[src/rtl/cnn_pkg.sv]
// rtl/cnn_pkg.sv - shared CNN constants and weight-fetch state encoding
package cnn_pkg;

    localparam int WEIGHT_W = 8;
    localparam int TAPS     = 9;
    localparam int ADDR_W   = 15;
    localparam int KERNEL_W = TAPS * WEIGHT_W;

    typedef enum logic [2:0] {
        IDLE,
        ISSUE,
        DRAIN,
        PRESENT,
        FIN
    } fetch_state_t;

endpackage

[src/rtl/weight_packer.sv]
// rtl/weight_packer.sv - tap-slot register file that assembles one packed kernel word
module weight_packer #(
    parameter int WEIGHT_W = 8,
    parameter int TAPS     = 9,
    parameter int SLOT_W   = 4
) (
    input  logic                     clk,
    input  logic                     reset,
    input  logic                     wr_en,
    input  logic [SLOT_W-1:0]        wr_slot,
    input  logic [WEIGHT_W-1:0]      wr_data,
    output logic [TAPS*WEIGHT_W-1:0] kernel
);

    // Slots at or beyond TAPS (the bias byte) are simply not stored here.
    always_ff @(posedge clk) begin
        if (reset) begin
            kernel <= '0;
        end else begin
            for (int t = 0; t < TAPS; t++) begin
                if (wr_en && (wr_slot == SLOT_W'(t))) begin
                    kernel[t*WEIGHT_W +: WEIGHT_W] <= wr_data;
                end
            end
        end
    end

endmodule

[src/rtl/weight_fetch_seq.sv]
// rtl/weight_fetch_seq.sv - BRAM kernel fetch sequencer; WEIGHT_FETCH_BIAS_EN adds a per-kernel bias byte
module weight_fetch_seq #(
    parameter int ADDR_W   = cnn_pkg::ADDR_W,
    parameter int WEIGHT_W = cnn_pkg::WEIGHT_W,
    parameter int TAPS     = cnn_pkg::TAPS,
    parameter int CNT_W    = 12
) (
    input  logic                     clk,
    input  logic                     reset,
    input  logic                     start,
    input  logic [ADDR_W-1:0]        base_addr,
    input  logic [CNT_W-1:0]         num_kernels,
    output logic [ADDR_W-1:0]        bram_read_addr,
    input  logic [WEIGHT_W-1:0]      bram_data,
    output logic [TAPS*WEIGHT_W-1:0] kernel_out,
`ifdef WEIGHT_FETCH_BIAS_EN
    output logic [WEIGHT_W-1:0]      kernel_bias,
`endif
    output logic                     kernel_valid,
    input  logic                     kernel_ready,
    output logic [CNT_W-1:0]         kernel_idx,
    output logic                     busy,
    output logic                     done
);

    import cnn_pkg::*;

`ifdef WEIGHT_FETCH_BIAS_EN
    localparam int FETCH_BYTES = TAPS + 1;
`else
    localparam int FETCH_BYTES = TAPS;
`endif
    localparam int SLOT_W = $clog2(FETCH_BYTES + 1);

    fetch_state_t      state;
    logic [CNT_W-1:0]  num_q;
    logic [SLOT_W-1:0] tap_cnt;
    logic              wr_en;
    logic [SLOT_W-1:0] wr_slot;

    // bram_data always carries the byte addressed one cycle earlier.
    always_comb begin
        wr_en   = 1'b0;
        wr_slot = '0;
        if (state == ISSUE && tap_cnt != '0) begin
            wr_en   = 1'b1;
            wr_slot = tap_cnt - SLOT_W'(1);
        end else if (state == DRAIN) begin
            wr_en   = 1'b1;
            wr_slot = SLOT_W'(FETCH_BYTES - 1);
        end
    end

    weight_packer #(
        .WEIGHT_W (WEIGHT_W),
        .TAPS     (TAPS),
        .SLOT_W   (SLOT_W)
    ) u_packer (
        .clk     (clk),
        .reset   (reset),
        .wr_en   (wr_en),
        .wr_slot (wr_slot),
        .wr_data (bram_data),
        .kernel  (kernel_out)
    );

`ifdef WEIGHT_FETCH_BIAS_EN
    always_ff @(posedge clk) begin
        if (reset) begin
            kernel_bias <= '0;
        end else if (wr_en && (wr_slot == SLOT_W'(TAPS))) begin
            kernel_bias <= bram_data;
        end
    end
`endif

    always_ff @(posedge clk) begin
        if (reset) begin
            state          <= IDLE;
            bram_read_addr <= '0;
            kernel_valid   <= 1'b0;
            kernel_idx     <= '0;
            busy           <= 1'b0;
            done           <= 1'b0;
            num_q          <= '0;
            tap_cnt        <= '0;
        end else begin
            done <= 1'b0;
            case (state)
                IDLE: begin
                    if (start) begin
                        num_q      <= num_kernels;
                        kernel_idx <= '0;
                        tap_cnt    <= '0;
                        busy       <= 1'b1;
                        if (num_kernels == '0) begin
                            state <= FIN;
                            done  <= 1'b1;
                        end else begin
                            state          <= ISSUE;
                            bram_read_addr <= base_addr;
                        end
                    end
                end
                ISSUE: begin
                    bram_read_addr <= bram_read_addr + ADDR_W'(1);
                    tap_cnt        <= tap_cnt + SLOT_W'(1);
                    if (tap_cnt == SLOT_W'(FETCH_BYTES - 1)) begin
                        state <= DRAIN;
                    end
                end
                DRAIN: begin
                    kernel_valid <= 1'b1;
                    state        <= PRESENT;
                end
                PRESENT: begin
                    if (kernel_ready) begin
                        kernel_valid <= 1'b0;
                        if (kernel_idx == num_q - CNT_W'(1)) begin
                            state <= FIN;
                            done  <= 1'b1;
                        end else begin
                            // The held address was read on this edge, so it counts as tap 0
                            // of the next kernel and the first ISSUE cycle is skipped.
                            kernel_idx     <= kernel_idx + CNT_W'(1);
                            bram_read_addr <= bram_read_addr + ADDR_W'(1);
                            tap_cnt        <= SLOT_W'(1);
                            state          <= ISSUE;
                        end
                    end
                end
                FIN: begin
                    busy  <= 1'b0;
                    state <= IDLE;
                end
                default: state <= IDLE;
            endcase
        end
    end

endmodule
[config.mk]
export PLATFORM = sky130hd
export DESIGN_NAME = weight_fetch_seq
export DESIGN_NICKNAME = d
export VERILOG_FILES = /design/src/rtl/cnn_pkg.sv /design/src/rtl/weight_packer.sv /design/src/rtl/weight_fetch_seq.sv
export SDC_FILE = /design/constraint.sdc
export NUM_CORES = 1
export LEC_CHECK = 0
export BUFFER_PORTS_ARGS = -buffer_cell sky130_fd_sc_hd__buf_2
export CAP_MARGIN = 30
export CORE_ASPECT_RATIO = 0.8
export CORE_MARGIN = 2
export CORE_UTILIZATION = 55
export CTS_CLUSTER_SIZE = 20
export DETAILED_ROUTE_END_ITERATION = 8
export PLACE_DENSITY = 0.82
export SYNTH_ARGS = -nofsm -noshare
export SYNTH_HDL_FRONTEND = slang
export SYNTH_SLANG_ARGS = --single-unit
[constraint.sdc]
create_clock -name clk -period 4.75 [get_ports clk]
set_clock_uncertainty 0.1 [all_clocks]
set_input_delay 0.95 -clock clk [delete_from_list [all_inputs] [get_ports clk]]
set_output_delay 0.95 -clock clk [all_outputs]
set_load 0.05 [all_outputs]
## After elaboration in Yosys (flattened, before gate mapping)

Index checks and enable logic that the tools add are counted.

| word-level totals | value |
|---|---|
| register bits after elaboration | 121 |
| input bits | 39 |

| cells by class | value |
|---|---|
| add/subtract/negate cells | 5 |
| eq/ne operators | 19 |
| multiplexer cells | 32 |
| reductions and logical operators | 25 |

Operators with widths:

| kind | number |
|---|---|
| $mux W15 | 4 |
| $pmux W15 S3 | 1 |
| $mux W12 | 3 |
| $pmux W12 S2 | 1 |
| $mux W4 | 5 |
| $eq A4 B3 Y1 const B | 4 |
| $add A15 B1 Y15 const B | 1 |
| $mux W3 | 5 |
| $add A12 B1 Y12 const B | 1 |
| $eq A12 B12 Y1 | 1 |
| $logic_not A12 Y1 | 1 |
| $pmux W3 S4 | 1 |
| $pmux W4 S3 | 1 |
| $sub A12 B1 Y12 const B | 1 |
| $logic_and A1 B1 Y1 | 10 |
| $eq A4 B2 Y1 const B | 2 |
| $eq A4 B4 Y1 const B | 2 |
| $mux W1 | 8 |
| $ne A2 B2 Y1 const B | 4 |
| $reduce_and A4 Y1 | 2 |
| $eq A3 B2 Y1 const B | 2 |
| $pmux W1 S2 | 3 |
| $reduce_and A2 Y1 | 3 |
| $reduce_bool A2 Y1 | 3 |
| 12 further kinds | 12 |

## Longest topological paths before layout

| logic depth | value |
|---|---|
| depth in word-level cells | 5 |
| mapped depth | 13 |
| depth with buffers taken out | 9 |

## Hierarchy

Synthesis repeated with hierarchy kept, for this count alone.

| second synthesis, totals | value |
|---|---|
| cells, all modules | 667 |
| area, all modules | 5939.4 um^2 |

Modules (own cells, without submodules):

| module | instances | cells each | area each (um^2) | sequential area each (um^2) |
|---|---|---|---|---|
| weight_fetch_seq | 1 | 407 | 3060.4 | 980.9 |
| weight_packer | 1 | 260 | 2879.0 | 1441.4 |

## Least setup slack after synthesis

Ideal clock, no wire load.

| timing path | value |
|---|---|
| kind | reg2reg |
| start point | register num_q[0] |
| end point | register bram_read_addr[12] |
| library setup time | 117 ps |
| arrival | 2519 ps |
| path slack | 2014 ps |
| cell stages (with the launch flop) | 13 |
| buffers on the path | 3 |
| cell sequence | dfxtp_1 -> clkbuf_1 -> inv_1 -> ha_1 -> buf_2 -> xnor2_1 -> a21o_1 -> o21ai_0 -> nor4b_4 -> a21boi_4 -> or2_0 -> buf_2 -> a32o_1 |

| on the way | value |
|---|---|
| word-level cells in the longest chain between the ends | 4 |

Ends and longest elaborated chain:

| what | line | source |
|---|---|---|
| start: declaration | weight_fetch_seq.sv:36 | `logic [CNT_W-1:0] num_q;` |
| start signal: assignment | weight_fetch_seq.sv:92 | `num_q <= num_kernels;` |
| $sub A12 B1 Y12 | weight_fetch_seq.sv:119 | `if (kernel_idx == num_q - CNT_W'(1)) begin` |
| $eq A12 B12 Y1 | weight_fetch_seq.sv:119 |  |
| $ne A2 B2 Y1 (no source line) | n/a |  |
| $reduce_and A5 Y1 (no source line) | n/a |  |
| end signal: assignment | weight_fetch_seq.sv:101 | `bram_read_addr <= base_addr;` |
| end signal: assignment | weight_fetch_seq.sv:106 | `bram_read_addr <= bram_read_addr + ADDR_W'(1);` |
| end signal: assignment | weight_fetch_seq.sv:126 | `bram_read_addr <= bram_read_addr + ADDR_W'(1);` |
| end: declaration | weight_fetch_seq.sv:13 | `output logic [ADDR_W-1:0] bram_read_addr,` |

Every way passes these cells.
A chain may end at the register's enable or synchronous reset.

## Worst setup path after layout

| timing path | value |
|---|---|
| start point | register num_q[0] |
| end point | register state[0] |

| on the way | value |
|---|---|
| word-level cells in the longest chain between the ends | 5 |

Ends and longest elaborated chain:

| what | line | source |
|---|---|---|
| $sub A12 B1 Y12 | weight_fetch_seq.sv:119 |  |
| $eq A12 B12 Y1 | weight_fetch_seq.sv:119 |  |
| $mux W3 | weight_fetch_seq.sv:119 |  |
| $mux W3 | weight_fetch_seq.sv:117 | `if (kernel_ready) begin` |
| $pmux W3 S4 | weight_fetch_seq.sv:89 | `case (state)` |
| end signal: assignment | weight_fetch_seq.sv:97 | `state <= FIN;` |
| end signal: assignment | weight_fetch_seq.sv:114 | `state <= PRESENT;` |
| end signal: assignment | weight_fetch_seq.sv:120 | `state <= FIN;` |
| end: declaration | weight_fetch_seq.sv:35 | `fetch_state_t state;` |

Every way passes these cells. The select of a mux whose other input is x is not followed.

==> flow_summary.yaml <==
run_status:
  status: "finished clean"
routing:
  wl_per_cell_um: 17.4
  drt-vias-per-instance: 6.00
  drt_pre_antenna_iters: 5
  dr_total_vias: 5684
  routed_wl_um: 16400
  drtIter0Drc: 582
  ant_nets: 0
  drc: 0
layout:
  n_fill_cell: 828
  syn_to_final_growth_pct: 21.6
  diodes: 0
  final_cells: 947
  drive_gt1_frac: 0.237
  fin_nets: 839
timing:
  rsz0062_at_grt: "false"
  fin_crit_sh: 0.674
  setup_viol: 0
  layout_min_cycle_time_ns: 3.20
  hold_violations: 0
  drv_slew: 0
  worstMarginPinSlew_ns: 0.997
  finalSetupTns_ns: 0
  max_freq_ghz: 0.312
  maxSlewHeadroom: 0.333
clock_network:
  postCtsSetupBuffers: 0
  cts_resized: 0
  cts-root-buf: "clkbuf_16"
  clk_latency_ns: 0.41
  cts_buffers: 17
  clkSinkCount: 121
  cts_max_path_buffers: 2
  cts_max_level: 4
  path_clk_slew_ns: 0.05
  hold_buffers: 0
  cts_tree: "yes"
die:
  floorplan.die.height_um: 97.0
  core_area_um2: 10400
  die_x_um: 120
  dieArea_um2: 11700
  ioPinCount: 141
  start_util: 0.573
  rows: 33
placement:
  io_buffers: 140
  gp_congestion: 0.917
  hpwlAfterDp_um: 11500
  dp.cells: 916
worst_setup_path:
  cp.arrival_ns: 3.39
  worstPathRequired_ns: 4.94
  path_class: "reg -> reg"
  crit_path_end_kind: "flop"
  start_kind: "flop"
  cp_max_fo: 14
synthesis:
  synth_seq_cells: 121
  synthTopCellsByArea: "dfxtp_1, mux2i_1, nor2_1"
  synth_edf_count: 0
  synth_ff_type: "dfxtp_1"
  ys_seq_area_frac: 0.408
  syn_area_per_cell_um2: 8.70
  syn_area_um2: 5940
  synth_top_area_cell: "dfxtp_1"
  syn_inst: 683
  synth_most_common_cell: "dfxtp_1"
  synthArstFlopShare: 0
  yosys.area.top_type_share: 0.408
  ys_types: 71
  synth_common_cells: "dfxtp_1, nor2_1, mux2i_1, nand2_1, clkbuf_1"
  syn-num-nets: 727
  yosysWarnings: 0
grt:
  antenna_found_initial: 0
  overflow: 0
  grt_max_degree: 92
  grt_pass1_vias: 5314
  grt_use_total: 0.281
  grt_pass1_wl_um: 26700
power:
  combPwrFrac: 0.274
  power_density_nw_per_um2: 458
  p_leak_nw: 3.18
  p_int_mw: 2.14
  p_sw_mw: 1.17
  power_frac_seq: 0.363
  p_sw_frac: 0.354
  p_clk_frac: 0.363
  vdd_ir_drop_max_uv: 272
worst_hold_path:
  hp-class: "reg -> reg"
job:
  maxCapViolCount: 0
## cells in the final DEF (no fill, tap or decap), drive strengths merged, types with 14 or more instances in the layout
cell	instances
a21oi	29
nor2	100
o21ai	21
inv	14
nor3	19
buf	144
dfxtp	121
or3	16
nand2	60
mux2i	81
clkbuf	20
## worst paths after layout
path                                 from        end  slack (ns)  cells past startpoint
worst max-delay path             num_q[0]   state[0]        1.55                      9
worst min-delay path            num_q[11]  num_q[11]        0.38                      2
worst max register to register   num_q[0]   state[0]        1.55                      9
worst min register to register  num_q[11]  num_q[11]        0.38                      2
## sequential cells by signal, summed over array words and instances (netlist names)
signal	cells
u_packer.kernel	72
busy	1
tap_cnt	4
done	1
state	3
bram_read_addr	15
num_q	12
kernel_valid	1
kernel_idx	12
## per-layer routing
metal  routed length [um]  track usage  share of wire  vias to the layer above
met5                    0            0              0                        -
met4                  284       0.0894          0.017                        0
met3                 1310       0.0584          0.080                       31
met2                 7900        0.455           0.48                      266
met1                 6950        0.377           0.42                     2706
li1                     -            -              -                     2681
## through the flow
stage / util / power, mW / hold slack [ns] / instance area (um^2) / setup WS (ns)
after global placement: 0.641 / 2.07 / 0.360 / 6640 / 1.67
final: 0.697 / 3.31 / 0.379 / 7220 / 1.55
after CTS: 0.697 / 3.31 / 0.381 / 7220 / 1.60
after detailed placement: 0.644 / 2.11 / 0.363 / 6670 / 1.57
after global routing: 0.697 / 3.45 / 0.412 / 7220 / 1.29
after floorplan: - / 1.91 / 0.349 / 5940 / 2.01
## power groups by stage
stage | clock [mW] | combinational [mW] | sequential (mW)
floorplan | 0 | 0.566 | 1.35
global placement | 0 | 0.857 | 1.21
detailed placement | 0 | 0.895 | 1.22
CTS | 1.21 | 0.899 | 1.20
global route | 1.26 | 0.980 | 1.21
finish | 1.20 | 0.907 | 1.20
## logic make-up (layout without fill, tap and decap cells)
logic type      count (synthesis)  in the layout  synth area share
buf+inv                        64            188            0.0427
mux                            81             81             0.136
simple gates                  266            266             0.220
compound gates                129            129             0.155
xor+xnor                       17             17            0.0276
fa+ha+maj                       5              5            0.0105
flops                         121            121             0.408
## final cells by class
class                           count  area (um^2)  share of cell area
Inverter                           13         48.8             0.00675
Clock inverter                     11         97.6              0.0135
Clock buffer                       20          457              0.0632
Timing Repair Buffer              144          753               0.104
Multi-Input combinational cell    498         3270               0.453
Tap cell                          140          175              0.0242
Sequential cell                   121         2420               0.335
## critical path, cell delays in order (launching register included)
cell     delay (ns)
dfxtp_1        0.44
inv_1          0.08
ha_1           0.33
xnor2_1        0.18
a21o_1         0.18
o21ai_0        0.20
nor4b_4        0.61
and2_1         0.55
o21ai_0        0.15
a41o_1         0.26
(Power assumes the default switching activity.)
